$ cat src/rtl/opsum_drain_controller.sv
// Output-psum drain: pops LANES-word beats from the GON FIFO, serialises them through
// a small word buffer and writes each word to the GLB at a 4-D (n,m,e,F) address.
module opsum_drain_controller #(
  parameter int F_WIDTH    = 6,
  parameter int m_WIDTH    = 10,
  parameter int n_WIDTH    = 3,
  parameter int e_WIDTH    = 8,
  parameter int LANES      = 4,
  parameter int WORD_WIDTH = 16,
  parameter int BUF_DEPTH  = 16,
  parameter int ADDR_WIDTH = 20
) (
  input  logic                        clk,
  input  logic                        reset,
  input  logic                        start,
  input  logic                        row_major,
  input  logic [ADDR_WIDTH-1:0]       base_addr,
  input  logic [F_WIDTH-1:0]          F,
  input  logic [m_WIDTH-1:0]          m,
  input  logic [n_WIDTH-1:0]          n,
  input  logic [e_WIDTH-1:0]          e,
  output logic                        busy,
  output logic                        done,
  input  logic                        gon_fifo_empty,
  output logic                        re_from_gon_fifo,
  input  logic [LANES*WORD_WIDTH-1:0] din,
  input  logic                        glb_ready,
  output logic                        we_to_glb,
  output logic [ADDR_WIDTH-1:0]       addr,
  output logic [WORD_WIDTH-1:0]       dout,
  output logic [1:0]                  fsm_state
);

  // Handshakes: a GON pop happens on every cycle re_from_gon_fifo=1 (din valid in that
  // same cycle); a GLB write happens on every cycle we_to_glb=1, which already
  // includes glb_ready, so addr/dout are consumed exactly when we_to_glb is high.

  localparam int TOTAL_W = n_WIDTH + m_WIDTH + e_WIDTH + F_WIDTH;
  localparam int FE_W    = F_WIDTH + e_WIDTH;
  localparam int PTR_W   = $clog2(BUF_DEPTH);
  localparam int CNT_W   = PTR_W + 1;
  localparam int TAKE_W  = $clog2(LANES + 1);

  typedef enum logic [1:0] {
    IDLE = 2'd0,
    RUN  = 2'd1,
    FIN  = 2'd2
  } state_t;

  state_t state;

  logic [F_WIDTH-1:0]          f_q, i1;
  logic [e_WIDTH-1:0]          e_q, i2;
  logic [m_WIDTH-1:0]          m_q, i3;
  logic [n_WIDTH-1:0]          n_q, i4;
  logic                        row_major_q;
  logic [ADDR_WIDTH-1:0]       wrap_step;
  logic [TOTAL_W-1:0]          total, popped;

  logic [WORD_WIDTH-1:0]       mem [BUF_DEPTH];
  logic [PTR_W-1:0]            wr_ptr, rd_ptr;
  logic [CNT_W-1:0]            count;
  logic                        pend_valid;
  logic [TAKE_W-1:0]           pend_cnt;
  logic [LANES*WORD_WIDTH-1:0] pend_data;

  logic [TOTAL_W-1:0]          remaining;
  logic [TAKE_W-1:0]           take;
  logic [CNT_W-1:0]            pend_words;
  logic [CNT_W-1:0]            free;
  logic                        last_i1, last_i2, last_i3, last_i4, last_tuple;
  logic [ADDR_WIDTH-1:0]       addr_step;
  logic [FE_W-1:0]             fe_prod;
  logic [ADDR_WIDTH-1:0]       cfg_wrap;
  logic [TOTAL_W-1:0]          cfg_total;
  logic                        cfg_zero;

  always_comb begin
    remaining  = total - popped;
    take       = (remaining >= TOTAL_W'(LANES)) ? TAKE_W'(LANES) : TAKE_W'(remaining);
    pend_words = pend_valid ? CNT_W'(pend_cnt) : '0;
    free       = CNT_W'(BUF_DEPTH) - count - pend_words;

    re_from_gon_fifo = (state == RUN) && !gon_fifo_empty &&
                       (free >= CNT_W'(LANES)) && (popped < total);
    we_to_glb        = (state == RUN) && (count != '0) && glb_ready;
    dout             = we_to_glb ? mem[rd_ptr] : '0;

    last_i1    = (i1 == f_q - F_WIDTH'(1));
    last_i2    = (i2 == e_q - e_WIDTH'(1));
    last_i3    = (i3 == m_q - m_WIDTH'(1));
    last_i4    = (i4 == n_q - n_WIDTH'(1));
    last_tuple = last_i1 && last_i2 && last_i3 && last_i4;

    // Col-major: +e along idx1, jump back (F-1)*e and +1 on idx1 wrap, and +1 when
    // idx2 also wraps because the next (m,n) block starts right after this one.
    if (row_major_q)   addr_step = ADDR_WIDTH'(1);
    else if (!last_i1) addr_step = ADDR_WIDTH'(e_q);
    else if (last_i2)  addr_step = ADDR_WIDTH'(1);
    else               addr_step = wrap_step;

    fe_prod   = FE_W'(F - F_WIDTH'(1)) * FE_W'(e);
    cfg_wrap  = ADDR_WIDTH'(1) - ADDR_WIDTH'(fe_prod);
    cfg_total = TOTAL_W'(n) * TOTAL_W'(m) * TOTAL_W'(e) * TOTAL_W'(F);
    cfg_zero  = (F == '0) || (m == '0) || (n == '0) || (e == '0);
  end

  assign busy      = (state == RUN);
  assign fsm_state = state;

  always_ff @(posedge clk or posedge reset) begin
    if (reset) begin
      state       <= IDLE;
      done        <= 1'b0;
      addr        <= '0;
      f_q         <= '0;
      e_q         <= '0;
      m_q         <= '0;
      n_q         <= '0;
      i1          <= '0;
      i2          <= '0;
      i3          <= '0;
      i4          <= '0;
      row_major_q <= 1'b0;
      wrap_step   <= '0;
      total       <= '0;
      popped      <= '0;
      wr_ptr      <= '0;
      rd_ptr      <= '0;
      count       <= '0;
      pend_valid  <= 1'b0;
      pend_cnt    <= '0;
      pend_data   <= '0;
    end else begin
      done <= 1'b0;
      case (state)
        IDLE: begin
          if (start) begin
            f_q         <= F;
            e_q         <= e;
            m_q         <= m;
            n_q         <= n;
            row_major_q <= row_major;
            wrap_step   <= cfg_wrap;
            total       <= cfg_total;
            addr        <= base_addr;
            i1          <= '0;
            i2          <= '0;
            i3          <= '0;
            i4          <= '0;
            popped      <= '0;
            wr_ptr      <= '0;
            rd_ptr      <= '0;
            count       <= '0;
            pend_valid  <= 1'b0;
            state       <= cfg_zero ? FIN : RUN;
          end
        end
        RUN: begin
          // Beat popped this cycle lands in the buffer next cycle, trimmed to TOTAL.
          if (re_from_gon_fifo) begin
            pend_valid <= 1'b1;
            pend_data  <= din;
            pend_cnt   <= take;
            popped     <= popped + TOTAL_W'(take);
          end else begin
            pend_valid <= 1'b0;
          end
          if (pend_valid) wr_ptr <= wr_ptr + PTR_W'(pend_cnt);
          count <= count + pend_words - CNT_W'(we_to_glb);
          if (we_to_glb) begin
            rd_ptr <= rd_ptr + PTR_W'(1);
            addr   <= addr + addr_step;
            if (last_i1) begin
              i1 <= '0;
              if (last_i2) begin
                i2 <= '0;
                if (last_i3) begin
                  i3 <= '0;
                  i4 <= last_i4 ? '0 : i4 + n_WIDTH'(1);
                end else begin
                  i3 <= i3 + m_WIDTH'(1);
                end
              end else begin
                i2 <= i2 + e_WIDTH'(1);
              end
            end else begin
              i1 <= i1 + F_WIDTH'(1);
            end
            if (last_tuple) state <= FIN;
          end
        end
        FIN: begin
          done  <= 1'b1;
          state <= IDLE;
        end
        default: state <= IDLE;
      endcase
    end
  end

  always_ff @(posedge clk) begin
    if (state == RUN && pend_valid) begin
      for (int i = 0; i < LANES; i++) begin
        if (TAKE_W'(i) < pend_cnt)
          mem[wr_ptr + PTR_W'(i)] <= pend_data[i*WORD_WIDTH +: WORD_WIDTH];
      end
    end
  end

endmodule
$ cat config.mk
export PLATFORM = sky130hd
export DESIGN_NAME = opsum_drain_controller
export DESIGN_NICKNAME = d
export VERILOG_FILES = /design/src/rtl/opsum_drain_controller.sv
export SDC_FILE = /design/constraint.sdc
export NUM_CORES = 2
export LEC_CHECK = 0
export ABC_AREA = 0
export BUFFER_PORTS_ARGS = -buffer_cell sky130_fd_sc_hd__buf_2
export CORE_MARGIN = 1.5
export CORE_UTILIZATION = 30
export DETAILED_ROUTE_END_ITERATION = 7
export PLACE_DENSITY_LB_ADDON = 0.08
export SLEW_MARGIN = 20
export SYNTH_ARGS = -nofsm -noshare
export SYNTH_HDL_FRONTEND = slang
export SYNTH_SLANG_ARGS = --single-unit
$ cat constraint.sdc
create_clock -name clk -period 14.66 [get_ports clk]
set_input_delay 2.199 -clock clk [delete_from_list [all_inputs] [get_ports clk]]
set_output_delay 2.199 -clock clk [all_outputs]
set_load 0.02 [all_outputs]
Word level (Yosys, flattened, before mapping)
Memories as Yosys holds them, arrays and structs flattened.
Cells that the tools add are included.
{"block": "op_classes", "n_addsub": 22, "mul": 4, "div_mod_pow": 0, "n_lt_le_gt_ge": 7, "eq_ne": 14, "shift": 0, "n_mux": 62, "bitwise": 0, "reduce_logical": 30}
{"op": "$mux W20", "n": 5}
{"op": "$mux W27", "n": 2}
{"op": "$pmux W27 S2", "n": 1}
{"op": "$mux W10", "n": 5}
{"op": "$pmux W20 S2", "n": 1}
{"op": "$mux W8", "n": 4}
{"op": "$add A27 B3 Y27", "n": 1}
{"op": "$ge A27 B3 Y1 const B", "n": 1}
{"op": "$lt A27 B27 Y1", "n": 1}
{"op": "$mul A21 B6 Y27", "n": 1}
{"op": "$sub A27 B27 Y27", "n": 1}
{"op": "$mux W3", "n": 8}
{"op": "$mul A13 B8 Y21", "n": 1}
{"op": "$add A20 B20 Y20", "n": 1}
{"op": "$pmux W10 S2", "n": 1}
{"op": "$mux W6", "n": 3}
{"op": "$mux W16", "n": 1}
{"op": "$pmux W4 S2", "n": 2}
{"op": "$pmux W8 S2", "n": 1}
{"op": "$mux W1", "n": 15}
{"op": "$sub A1 B14 Y15 const A", "n": 1}
{"op": "$mul A7 B9 Y14", "n": 1}
{"op": "$ne A2 B1 Y1 const B", "n": 7}
{"op": "$mul A3 B10 Y13", "n": 1}
{"op": "other kinds (49)", "n": 73}
{"block": "totals", "regBits": 233, "latchBits": 0, "ramBits": 256, "romBits": 0, "inputBits": 117, "out_inout_bits": 42, "elab_cells": 161, "memories": 1}
{"name": "mem", "depth": 16, "width": 16, "read_ports": 1, "rd_ports_with_merged_regs": 0, "write_ports": 4, "line_no": "60", "text": "logic [WORD_WIDTH-1:0] mem [BUF_DEPTH];"}

Longest topological paths before layout
{"block": "depth", "depth_word": 8, "mapped_depth": 47, "mapped_depth_nobuf": 46}

Worst setup path before layout
No wires, ideal clock.
{"block": "synth_path", "path_kind": "input to register", "from": "in n[0]", "to": "reg total[26]", "arrival_time_ns": 11.590, "t_required_ns": 14.525, "path_slack_ns": 2.935, "cell_stages": 47, "n_path_buf": 1, "cell_sequence": "clkbuf_1 > nand2_1 > fa_1 > inv_1 > ha_1 > inv_1 > fa_1 > inv_1 > a21oi_1 > o21ai_0 > and2_1 > o21ai_0 > nand2b_1 > a21o_1 > a21o_1 > xor2_1 > and2_1 > fa_1 > (+11 left out) > xnor2_1 > and2_1 > fa_1 > inv_1 > fa_1 > fa_1 > inv_1 > ha_1 > a21o_1 > a21oi_1 > nand2_1 > a211o_1 > nand2_1 > o21ai_0 > or2_2 > a31oi_1 > xor2_1 > o21ai_0"}
{"block": "synth_via", "elab_chain_len": 3}
{"element": "start: declaration", "line_no": "20", "text": "input logic [n_WIDTH-1:0] n,"}
{"element": "$mul A3 B10 Y13", "line_no": "104", "text": "cfg_total = TOTAL_W'(n) * TOTAL_W'(m) * TOTAL_W'(e) * TOTAL_W'(F);"}
{"element": "$mul A13 B8 Y21", "line_no": "104"}
{"element": "$mul A21 B6 Y27", "line_no": "104"}
{"element": "end signal: assignment", "line_no": "145", "text": "total <= cfg_total;"}
{"element": "end: declaration", "line_no": "58", "text": "logic [TOTAL_W-1:0] total, popped;"}
No other way between the ends.
A chain may end at the register's enable or synchronous reset.

Worst setup path after layout
Same ends and word-level chain as after synthesis.

==> results_dict.tcl <==
set metrics [dict create \
    design.die.area_sq_mm 0.1423 \
    multiInputGateArea_sq_mm 0.02611 \
    crit_fanout 18 \
    critPathMaxStageDelay_ps 530 \
    clk_latency_ps 670 \
    synth_top_family_by_area "simple AND/OR/NAND/NOR gates" \
    die_w_um 377.2 \
    die_h_um 377.2 \
    crit_arrival_ps 12590 \
    synth.area.top_cells "edfxtp_1 (18%), dfrtp_1 (14%), fa_1 (9.0%), mux2i_1 (6.3%), nand2_1 (6.2%)" \
    min_from "wrap_step[8]$_DFFE_PP0P_" \
    synth_compound_area_share_pct 13.62 \
    cts_buffers 68 \
    grt_max_degree 126 \
    ys_types 86 \
    num-nets-final 5174 \
    drv_cap 0 \
    synth_top_cell_area_share_pct 18.30 \
    hold_viol_final 0 \
    htree_levels 3 \
    yosysWarnings 0 \
    skew_ps 41.07 \
    worst_r2r_endpoint "popped[26]$_DFFE_PP0P_" \
    cts_setup_buffers 0 \
    crit_type "in -> reg" \
    num_rows 137 \
    ctsRootBufferMaster "clkbuf_16" \
    worst_slew_pin_slew_ps 1103 \
    ant_nets 0 \
    cpMostUsedCell "fa_1" \
    netlist_top_cells_count "nand2_1 (699), o21ai_0 (438), nor2_1 (388)" \
    fmax_mhz 82.56 \
    period_share_pct 82.62 \
    register_area_sq_mm 0.01340 \
    critPathSlowestCell "fa_1" \
    clockBufferDepth 3 \
    area_delta_synth_final_pct 11.09 \
    vias 33490 \
    wl_mm 151.9 \
    place_ws_ps 1810 \
    setup_viol 0 \
    min_path_type "reg -> reg" \
    cts_resized 0 \
    clk_pin_slew_ps 50 \
    synth_nets 5258 \
    core_sq_mm 0.1392 \
    drt_iter0_drc 2395 \
    syn_area_per_cell_sq_um 8.834 \
    critPathLaunchType "input port" \
    ctsHoldBuffers 0 \
    start_util_pct 30.18 \
    synth_cells 4755 \
    yosys.area_share.simple_pct 17.36 \
    endpoint "total[26]$_DFFE_PP0P_" \
    cp-end-kind "register" \
    whs_ps 473.8 \
    slew_headroom_pct 26.47 \
    synth_largest_area_cell "edfxtp_1" \
    r2r_slack_ps 8110 \
    reg2reg_depth 19 \
    drc_errors 0 \
    cp.required_ps 15140 \
    syn_area_sq_mm 0.04200 \
    min_period_ps 12110 \
    hpwl_mm 103.6 \
    drive_above_1_share_pct 12.13 \
    grt_pass1_vias 33350 \
    synth_fa_ha_area_share_pct 14.86 \
    ys_seq_area_share_pct 31.88 \
    track_usage_pct 21.36 \
    place_area_sq_mm 0.04441 \
    fin_area_sq_mm 0.04666 \
    viasPerCell 5.073 \
    cts_tree "done" \
    clock-sinks 484 \
    status "complete, no violations" \
    num-fill-cells 14550 \
    critPathLaunch "n[0]" \
    grt_pass1_wl_mm 227.1 \
    finalMaxSlewViolations 0 \
    synth_xor_area_share_pct 3.253 \
    wl_per_cell_um 23.01 \
    yosys_register_bits 484 \
    rsz0062_at_grt "no" \
    synth-main-ff-cell "edfxtp_1" \
    final.setup.worst_slack_ps 2548 \
    synth_edf_count 256 \
    muxShareOfSynthArea_pct 12.62 \
    async_reset_ff_share_pct 47.11 \
    synth_most_common_cell "nand2_1" \
    overflow 0 \
    timing.rr.start "total[20]$_DFFE_PP0P_" \
    gp_congestion 0.8428 \
    setup_tns_ps 0 \
    pin_count 159 \
    first_pass_iters 8 \
    antenna_found_initial 1 \
    place.port_buffers 158 \
]
[metal layers]
layer  routed length, um  track usage, %  vias to the layer above
met5                   0               0                        -
met1               72270           30.18                    16380
met4                2818           4.435                        0
li1                    -               -                    16140
met3                6842           3.036                      164
met2               70000           34.54                      806
[registers in the layout (all words and copies together) (netlist names), 3 cells and up]
name and flops:
mem 256, pend_data 64, popped 27, total 27
addr 20, wrap_step 15, i3 10, m_q 10
e_q 8, i2 8, f_q 6, i1 6
count 5, rd_ptr 4, wr_ptr 4, i4 3
n_q 3, pend_cnt 3
[worst min path at each step]
stage          slack [ps]                         to  cells past startpoint
3_3_place_gp          460   wrap_step[2]$_DFFE_PP0P_                      2
6_report              470   wrap_step[8]$_DFFE_PP0P_                      2
5_1_grt               520   wrap_step[1]$_DFFE_PP0P_                      2
2_1_floorplan         440  wrap_step[10]$_DFFE_PP0P_                      2
3_5_place_dp          470   wrap_step[9]$_DFFE_PP0P_                      2
4_1_cts               480   wrap_step[8]$_DFFE_PP0P_                      2
[layout make-up]
cell class | count | share of cell area [%]
multi-input combinational | 3571 | 55.96
sequential | 484 | 28.72
tap | 1876 | 5.030
clock buffer | 96 | 4.113
timing repair buffer | 235 | 2.960
inverter | 311 | 2.518
clock inverter | 27 | 0.6918
antenna | 2 | 0.01073
[per-stage QoR]
stage / utilization, % / std cells
4_1_cts: 33.52 / 6600
3_5_place_dp: 31.90 / 6477
6_report: 33.52 / 6602
2_1_floorplan: - / 4755
3_3_place_gp: 31.90 / 6477
5_1_grt: 33.52 / 6600
[critical path, delay by kind of cell]
| family | cells | cell delay [ps] |
|---|---|---|
| and+or+nand+nor | 11 | 1630 |
| adders and majority gates | 12 | 5180 |
| xor gates and xnor gates | 3 | 790 |
| buffers and inverters | 8 | 650 |
| AOI/OAI and AO/OA | 13 | 2100 |
[logic make-up after synthesis]
group / after synthesis
simple gates: 1606
flops: 484
buf+inv: 700
compound gates: 1003
fa+ha+maj: 386
mux: 420
xor+xnor: 156
[layout by cell type, fill, tap and decap left out, drive strengths merged, types with 188 or more instances in the layout]
| master | netlist | routed |
|---|---|---|
| o21ai | 442 | 442 |
| a21oi | 322 | 322 |
| buf | 69 | 235 |
| nand2 | 699 | 699 |
| ha | 198 | 198 |
| mux2i | 263 | 263 |
| nor2 | 388 | 388 |
| inv | 310 | 310 |
| edfxtp | 256 | 256 |
| fa | 188 | 188 |
| dfrtp | 228 | 228 |
Power is not shown: default switching activity piles up to over one toggle a cycle in this logic, so the estimate is an artifact.
